**config.mk**
```make
export PLATFORM = sky130hd
export DESIGN_NAME = mul_seq_ctrl
export DESIGN_NICKNAME = d
export VERILOG_FILES = /design/src/rtl/mul_seq_pkg.sv /design/src/rtl/mul_pg_adder.sv /design/src/rtl/mul_seq_ctrl.sv
export SDC_FILE = /design/constraint.sdc
export NUM_CORES = 1
export LEC_CHECK = 0
export BUFFER_PORTS_ARGS = -buffer_cell sky130_fd_sc_hd__clkbuf_2
export CAP_MARGIN = 20
export CORE_UTILIZATION = 54
export DETAILED_ROUTE_END_ITERATION = 16
export PLACE_DENSITY = 0.77
export SLEW_MARGIN = 20
export SYNTH_ARGS = -nofsm -noshare
export SYNTH_HDL_FRONTEND = slang
export SYNTH_SLANG_ARGS = --single-unit
```
**constraint.sdc**
```tcl
create_clock -name clk -period 11.97 [get_ports clk]
set_clock_uncertainty 0.2 [all_clocks]
set_input_delay 1.197 -clock clk [delete_from_list [all_inputs] [get_ports clk]]
set_output_delay 1.197 -clock clk [all_outputs]
set_load 0.02 [all_outputs]
```
**src/rtl/mul_seq_pkg.sv**
```systemverilog
// Shared definitions for the sequential shift-add multiplier: op encodings,
// FSM state type and default operand width.
package mul_seq_pkg;

    localparam int MUL_W_DEFAULT = 32;

    localparam logic [1:0] MUL_OP_MUL    = 2'b00;
    localparam logic [1:0] MUL_OP_MULH   = 2'b01;
    localparam logic [1:0] MUL_OP_MULHSU = 2'b10;
    localparam logic [1:0] MUL_OP_MULHU  = 2'b11;

    typedef enum logic [1:0] {
        ST_IDLE = 2'b00,
        ST_CALC = 2'b01,
        ST_FIX  = 2'b10,
        ST_DONE = 2'b11
    } mul_state_e;

endpackage

```
**src/rtl/mul_pg_adder.sv**
```systemverilog
// W-bit propagate/generate ripple adder with carry-out. approx_lo turns the low
// APPROX_BITS positions into carry-free OR cells (a|b) with no carry into the exact part.
module mul_pg_adder #(
    parameter int W           = 32,
    parameter int APPROX_BITS = 4
) (
    input  logic [W-1:0] a_i,
    input  logic [W-1:0] b_i,
    input  logic         approx_lo,
    output logic [W:0]   sum_o
);

    logic [W-1:0] p;
    logic [W-1:0] g;
    logic [W-1:0] s;
    logic [W:0]   c;

    always_comb begin
        p = a_i ^ b_i;
        g = a_i & b_i;
        s = '0;
        c = '0;
        for (int i = 0; i < W; i++) begin
            if (approx_lo && (i < APPROX_BITS)) begin
                s[i]   = p[i] | g[i];
                c[i+1] = 1'b0;
            end else begin
                s[i]   = p[i] ^ c[i];
                c[i+1] = g[i] | (p[i] & c[i]);
            end
        end
    end

    assign sum_o = {c[W], s};

endmodule

```
**src/rtl/mul_seq_ctrl.sv**
```systemverilog
// Iterative radix-2 shift-add multiplier for MUL/MULH/MULHSU/MULHU with kill.
// Optional approximate low adder bits when MUL_SEQ_APPROX_EN is defined (adds port approx).
module mul_seq_ctrl
    import mul_seq_pkg::*;
#(
    parameter int W           = MUL_W_DEFAULT,
    parameter int APPROX_BITS = 4
) (
    input  logic         clk,
    input  logic         rst,
`ifdef MUL_SEQ_APPROX_EN
    input  logic         approx,
`endif
    input  logic         in_valid,
    output logic         in_ready,
    input  logic [1:0]   op,
    input  logic [W-1:0] rs1,
    input  logic [W-1:0] rs2,
    input  logic         kill,
    output logic         out_valid,
    input  logic         out_ready,
    output logic [W-1:0] result,
    output logic         busy
);

    localparam int CW = $clog2(W + 1);
    localparam logic [CW-1:0] CNT_INIT = CW'(W);
    localparam logic [CW-1:0] CNT_ONE  = CW'(1);

    mul_state_e     state_q;
    logic [1:0]     op_q;
    logic           neg_q;
    logic           approx_q;
    logic [W-1:0]   mcand_q;
    logic [W-1:0]   mplier_q;
    logic [W:0]     acc_q;
    logic [CW-1:0]  cnt_q;
    logic [W-1:0]   result_q;

    logic           approx_in;
    logic           rs1_signed;
    logic           rs2_signed;
    logic           rs1_neg;
    logic           rs2_neg;
    logic [W-1:0]   rs1_abs;
    logic [W-1:0]   rs2_abs;
    logic [W:0]     add_sum;
    logic [W:0]     calc_sum;
    logic [2*W-1:0] prod;
    logic [2*W-1:0] prod_fix;

`ifdef MUL_SEQ_APPROX_EN
    assign approx_in = approx;
`else
    assign approx_in = 1'b0;
`endif

    // |-2^(W-1)| wraps to 2^(W-1), which is the correct unsigned magnitude.
    assign rs1_signed = (op == MUL_OP_MULH) || (op == MUL_OP_MULHSU);
    assign rs2_signed = (op == MUL_OP_MULH);
    assign rs1_neg    = rs1_signed & rs1[W-1];
    assign rs2_neg    = rs2_signed & rs2[W-1];
    assign rs1_abs    = rs1_neg ? (~rs1 + 1'b1) : rs1;
    assign rs2_abs    = rs2_neg ? (~rs2 + 1'b1) : rs2;

    mul_pg_adder #(
        .W           (W),
        .APPROX_BITS (APPROX_BITS)
    ) u_adder (
        .a_i       (acc_q[W-1:0]),
        .b_i       (mcand_q),
        .approx_lo (approx_q),
        .sum_o     (add_sum)
    );

    // acc_q[W] is always 0 after the right shift, so acc_q equals {0, acc[W-1:0]}.
    assign calc_sum = mplier_q[0] ? add_sum : acc_q;
    assign prod     = {acc_q[W-1:0], mplier_q};
    assign prod_fix = neg_q ? (~prod + 1'b1) : prod;

    always_ff @(posedge clk or posedge rst) begin
        if (rst) begin
            state_q  <= ST_IDLE;
            op_q     <= '0;
            neg_q    <= 1'b0;
            approx_q <= 1'b0;
            mcand_q  <= '0;
            mplier_q <= '0;
            acc_q    <= '0;
            cnt_q    <= '0;
            result_q <= '0;
        end else if (kill) begin
            state_q <= ST_IDLE;
        end else begin
            case (state_q)
                ST_IDLE: begin
                    if (in_valid) begin
                        op_q     <= op;
                        approx_q <= approx_in;
                        neg_q    <= rs1_neg ^ rs2_neg;
                        mcand_q  <= rs1_abs;
                        mplier_q <= rs2_abs;
                        acc_q    <= '0;
                        cnt_q    <= CNT_INIT;
                        state_q  <= ST_CALC;
                    end
                end
                ST_CALC: begin
                    acc_q    <= {1'b0, calc_sum[W:1]};
                    mplier_q <= {calc_sum[0], mplier_q[W-1:1]};
                    cnt_q    <= cnt_q - 1'b1;
                    if (cnt_q == CNT_ONE) begin
                        state_q <= ST_FIX;
                    end
                end
                ST_FIX: begin
                    result_q <= (op_q == MUL_OP_MUL) ? prod_fix[W-1:0] : prod_fix[2*W-1:W];
                    state_q  <= ST_DONE;
                end
                ST_DONE: begin
                    if (out_ready) begin
                        state_q <= ST_IDLE;
                    end
                end
                default: state_q <= ST_IDLE;
            endcase
        end
    end

    assign in_ready  = (state_q == ST_IDLE);
    assign out_valid = (state_q == ST_DONE);
    assign busy      = (state_q != ST_IDLE);
    assign result    = result_q;

endmodule

```
==> impl.org <==
** Outcome
- Run status :: complete, but fails checks
- Failing checks :: negative setup slack

** Detailed routing
- In the final routed layout, each cell accounts on average for 18.7 um.
- Routed WL :: 27.5 mm
- In the routed layout, each cell is associated on average with a via count of 6.17.
- After detailed routing, the number of remaining DRC violations is 0.
- Detailed-routing iteration count for the pre-antenna-repair pass :: 5
- First DRT Iteration DRCs :: ~860
- Via Count :: 9073
- Number of nets with antenna violations after routing :: 0

** Layout
- Cell area after layout :: 0.0114 mm2
- Share of layout cells above drive strength 1 :: 17.6%
- From synthesis to final layout, the design area changed by 13.9%.
- Fill cell instance count of the final layout :: between 1500 and 2000
- N_diodes :: 0
- The net count of the finished layout is 1342.

** STA
- RSZ-0062 raised after global routing :: yes
- Timing would allow up to between 80 and 90 MHz.
- Setup slack after layout :: -298 ps
- Setup violations remaining at the end of the flow were counted as 2.
- Relative max-transition margin :: 32.5%
- Endpoints failing hold :: 0
- Pin slew with the least headroom to its limit :: 1000 ps
- Of the available clock period, the critical path in the final layout requires 102%.
- The final number of max-transition violations was 0.
- Hold timing on the final database bottoms out at a slack of between 200 and 300 ps.
- Shortest period the worst path allows :: approximately 12000 ps

** Placed design
- Count of buffers inserted at the top-level ports :: about 110
- The congestion estimate from routability-driven global placement came to 0.923.
- Total cell area at the placement stage :: 0.0107 mm2
- Once detailed placement completed, the half-perimeter wirelength came to 20.1 mm.

** Yosys
- In the post-synthesis netlist, the biggest area contributors are sky130_fd_sc_hd__dfrtp_1 35%, sky130_fd_sc_hd__o21ai_0 6.5%, sky130_fd_sc_hd__xnor2_1 6.5%.
- The netlist uses 65 different library cells.
- Synthesis Warnings :: 0
- Avg Synthesized Cell Area :: 8.58 um2
- After synthesis, the share of flip-flops with an asynchronous set or reset is 100%.
- When the netlist entered floorplanning its net count stood at between 1000 and 1500.
- The synthesized design contains 0 enable-type register cells.
- After synthesis, the most frequently instantiated cells are 139 x sky130_fd_sc_hd__dfrtp_1, 130 x sky130_fd_sc_hd__o21ai_0, 129 x sky130_fd_sc_hd__nand2_1, 82 x sky130_fd_sc_hd__inv_1, 76 x sky130_fd_sc_hd__nor2_1.
- Register area share after synthesis :: 34.8%
- The synthesized design contains 139 register bits.
- In this run the biggest area consumer among cell types represents 34.8% of the synthesized area.
- Cell count after synthesis :: between 1000 and 1500
- Yosys instantiated no cell more often than sky130_fd_sc_hd__dfrtp_1.
- Among all flip-flop cells after synthesis, the most frequent one is sky130_fd_sc_hd__dfrtp_1.
- Post-Synthesis Cell Area :: ~0.01 mm2
- sky130_fd_sc_hd__dfrtp_1 takes more of the synthesized area than any other cell.

** Critical path
- Among cell families on the critical path, the largest total delay comes from adder cells.
- Together, buffers and inverters on the worst path number 1.
- Terminus of the critical flop-to-flop path :: acc_q[30]$_DFFE_PP0P_
- Critical path peak fanout :: 2
- Data on the critical path arrives at its endpoint at 12430 ps.
- STA classifies the critical path endpoint as a register.
- Critical path startpoint category :: register
- The startpoint identified for the worst register-to-register timing path is mcand_q[0]$_DFFE_PP0P_.
- Required time at the endpoint of the critical path :: 12130 ps
- The worst register-to-register path has a depth of 36.
- The worst setup path is of the reg -> reg kind.
- By instance count, the cell type seen most on the critical path is sky130_fd_sc_hd__fa_2.
- For flop-to-flop paths, the worst setup slack is -300 ps.
- Slowest cell on the critical path :: sky130_fd_sc_hd__fa_1
- For this run, the slowest stage of the critical path takes 440 ps.

** Die
- Row generation in the floorplan step produced 49 rows.
- Initial core utilization :: 55.4%
- The die is 138 um wide.
- I/O pin total :: 106
- In this run the standard cell core region covers about 0.018 mm2.
- DIE AREA :: about 0.019 mm2
- Height of the die :: around 140 um

** Global routing
- Largest net degree at the start of global routing :: 88
- The first global-routing pass estimated 45.2 mm of wire.
- Global Route Usage Sum :: between 20 and 30%
- The total overflow left after global routing is 0.
- Antenna violations before repair :: 0
- The number of global-route vias before repair came to 8807.

** Pwr
- Highest ir drop seen on vdd :: 130 uV
- In this run the static leakage power is approximately 4.6 nW.
- Power per unit of standard cell area :: 280 mW/mm2

** Clock tree
- The tree is rooted in a sky130_fd_sc_hd__clkbuf_16.
- Total number of clock tree sinks :: 139
- Number of CTS-inserted buffers :: 17
- For the worst-skew pair, the clock arrives at the later sink with an insertion delay of 440 ps.
- Clock slew at reported path FFs :: 60 ps
- The number of setup buffers added after CTS is 0.
- The longest clock path from root to sink contains 2 buffers.
- CTS H-tree depth :: 4
- TritonCTS clock tree :: built

** Job
- The tool flagged a number of max-cap violations equal to 0.

** Min path
- The worst hold path terminates at mcand_q[25]$_DFFE_PP0P_.
- Number of cells on the worst hold path :: 2
- Origin of the worst min-delay path :: mcand_q[25]$_DFFE_PP0P_
- The min-delay analysis places its worst path in the category reg -> reg.
==> repair_timing <==
action,CTS,global route
hold endpoints to repair,0,0
pin swaps,2,3
resized for setup,6,4
hold buffers,0,0
endpoints found under the setup margin,3,3
==> cell usage in the layout, fill, tap and decap left out, types with 18 or more instances in the layout <==
| cell type | instances |
|---|---|
| sky130_fd_sc_hd__xor2_1 | 32 |
| sky130_fd_sc_hd__clkbuf_2 | 105 |
| sky130_fd_sc_hd__o31ai_1 | 22 |
| sky130_fd_sc_hd__o22ai_1 | 18 |
| sky130_fd_sc_hd__a21oi_1 | 56 |
| sky130_fd_sc_hd__nand3_1 | 35 |
| sky130_fd_sc_hd__nand2_1 | 129 |
| sky130_fd_sc_hd__o21ai_0 | 127 |
| sky130_fd_sc_hd__or3_1 | 21 |
| sky130_fd_sc_hd__fa_2 | 30 |
| sky130_fd_sc_hd__nor2_1 | 76 |
| sky130_fd_sc_hd__nor3_1 | 20 |
| sky130_fd_sc_hd__dfrtp_1 | 138 |
| sky130_fd_sc_hd__xnor2_1 | 74 |
| sky130_fd_sc_hd__mux2i_1 | 20 |
| sky130_fd_sc_hd__o2111ai_1 | 26 |
| sky130_fd_sc_hd__inv_1 | 80 |
==> worst reg2reg max path: cells and delay by family (launching register included) <==
| kind | cells | cell delay (ps) |
|---|---|---|
| AO/OA/AOI/OAI | 1 | 120 |
| adder cells (fa/ha/maj) | 32 | 11250 |
| buffers and inverters | 1 | 40 |
| flip-flops | 1 | 360 |
| multiplexers | 1 | 140 |
| AND/OR/NAND/NOR | 1 | 90 |
==> layer usage <==
metal	track usage (%)	wire, um	vias up
li1	-	-	4254
met1	41.4	11800	4324
met2	45.8	12700	435
met3	5.61	2190	60
met4	12.0	758	0
met5	0	0	-
==> worst max-delay path by stage <==
stage                      startpoint  cells after the start  slack, ps               endpoint
6_report       mcand_q[0]$_DFFE_PP0P_                     36       -300  acc_q[30]$_DFFE_PP0P_
5_1_grt        mcand_q[0]$_DFFE_PP0P_                     36       -590  acc_q[30]$_DFFE_PP0P_
4_1_cts        mcand_q[0]$_DFFE_PP0P_                     36       -370  acc_q[30]$_DFFE_PP0P_
3_5_place_dp   mcand_q[0]$_DFFE_PP0P_                     36       -450  acc_q[30]$_DFFE_PP0P_
3_3_place_gp   mcand_q[0]$_DFFE_PP0P_                     36       -180  acc_q[30]$_DFFE_PP0P_
2_1_floorplan    acc_q[0]$_DFFE_PP0P_                     36         10  acc_q[30]$_DFFE_PP0P_
==> logic make-up (layout without fill, tap and decap cells) <==
kind of cell / Yosys count / in the layout / share of synthesized area [%]
compound gates: 322 / 322 / 20.4
xor+xnor: 106 / 106 / 9.29
fa+ha+maj: 42 / 42 / 7.59
buf+inv: 158 / 235 / 6.10
flops: 139 / 139 / 34.8
mux: 24 / 24 / 2.57
simple gates: 374 / 374 / 19.3
==> metrics by stage <==
stage / worst slack [ps] / setup TNS (ps) / std cells / util, % / total power [mW]
floorplan: 10.9 / 0 / 1165 / - / 2.06
global placement: -182 / -197 / 1439 / 59.4 / 2.49
detailed placement: -452 / -861 / 1439 / 59.4 / 2.54
CTS: -366 / -616 / 1471 / 63.1 / 3.15
global route: -590 / -1250 / 1471 / 63.1 / 3.41
finish: -298 / -437 / 1471 / 63.1 / 3.18
==> report_power, final <==
| part | internal, mW | total [mW] | switching [mW] |
|---|---|---|---|
| registers | 0.688 | 0.956 | 0.268 |
| clock network | 0.386 | 0.596 | 0.209 |
| logic | 0.594 | 1.63 | 1.04 |
==> state kept, by name, summed over array words and instances, names as in the netlist <==
signal and cells:
acc_q 32, mcand_q 32, mplier_q 32, result 32, cnt_q 6, op_q 2, state_q 2, neg_q 1
==> layout make-up <==
type / count / area [um2] / area share, %
Clock buffer: 22 / 474 / 4.17
Clock inverter: 10 / 188 / 1.65
Tap cell: 229 / 287 / 2.52
Timing Repair Buffer: 120 / 638 / 5.61
Inverter: 83 / 317 / 2.78
Multi-Input combinational cell: 868 / 6000 / 52.7
Sequential cell: 139 / 3480 / 30.6
(Power assumes the default switching activity.)
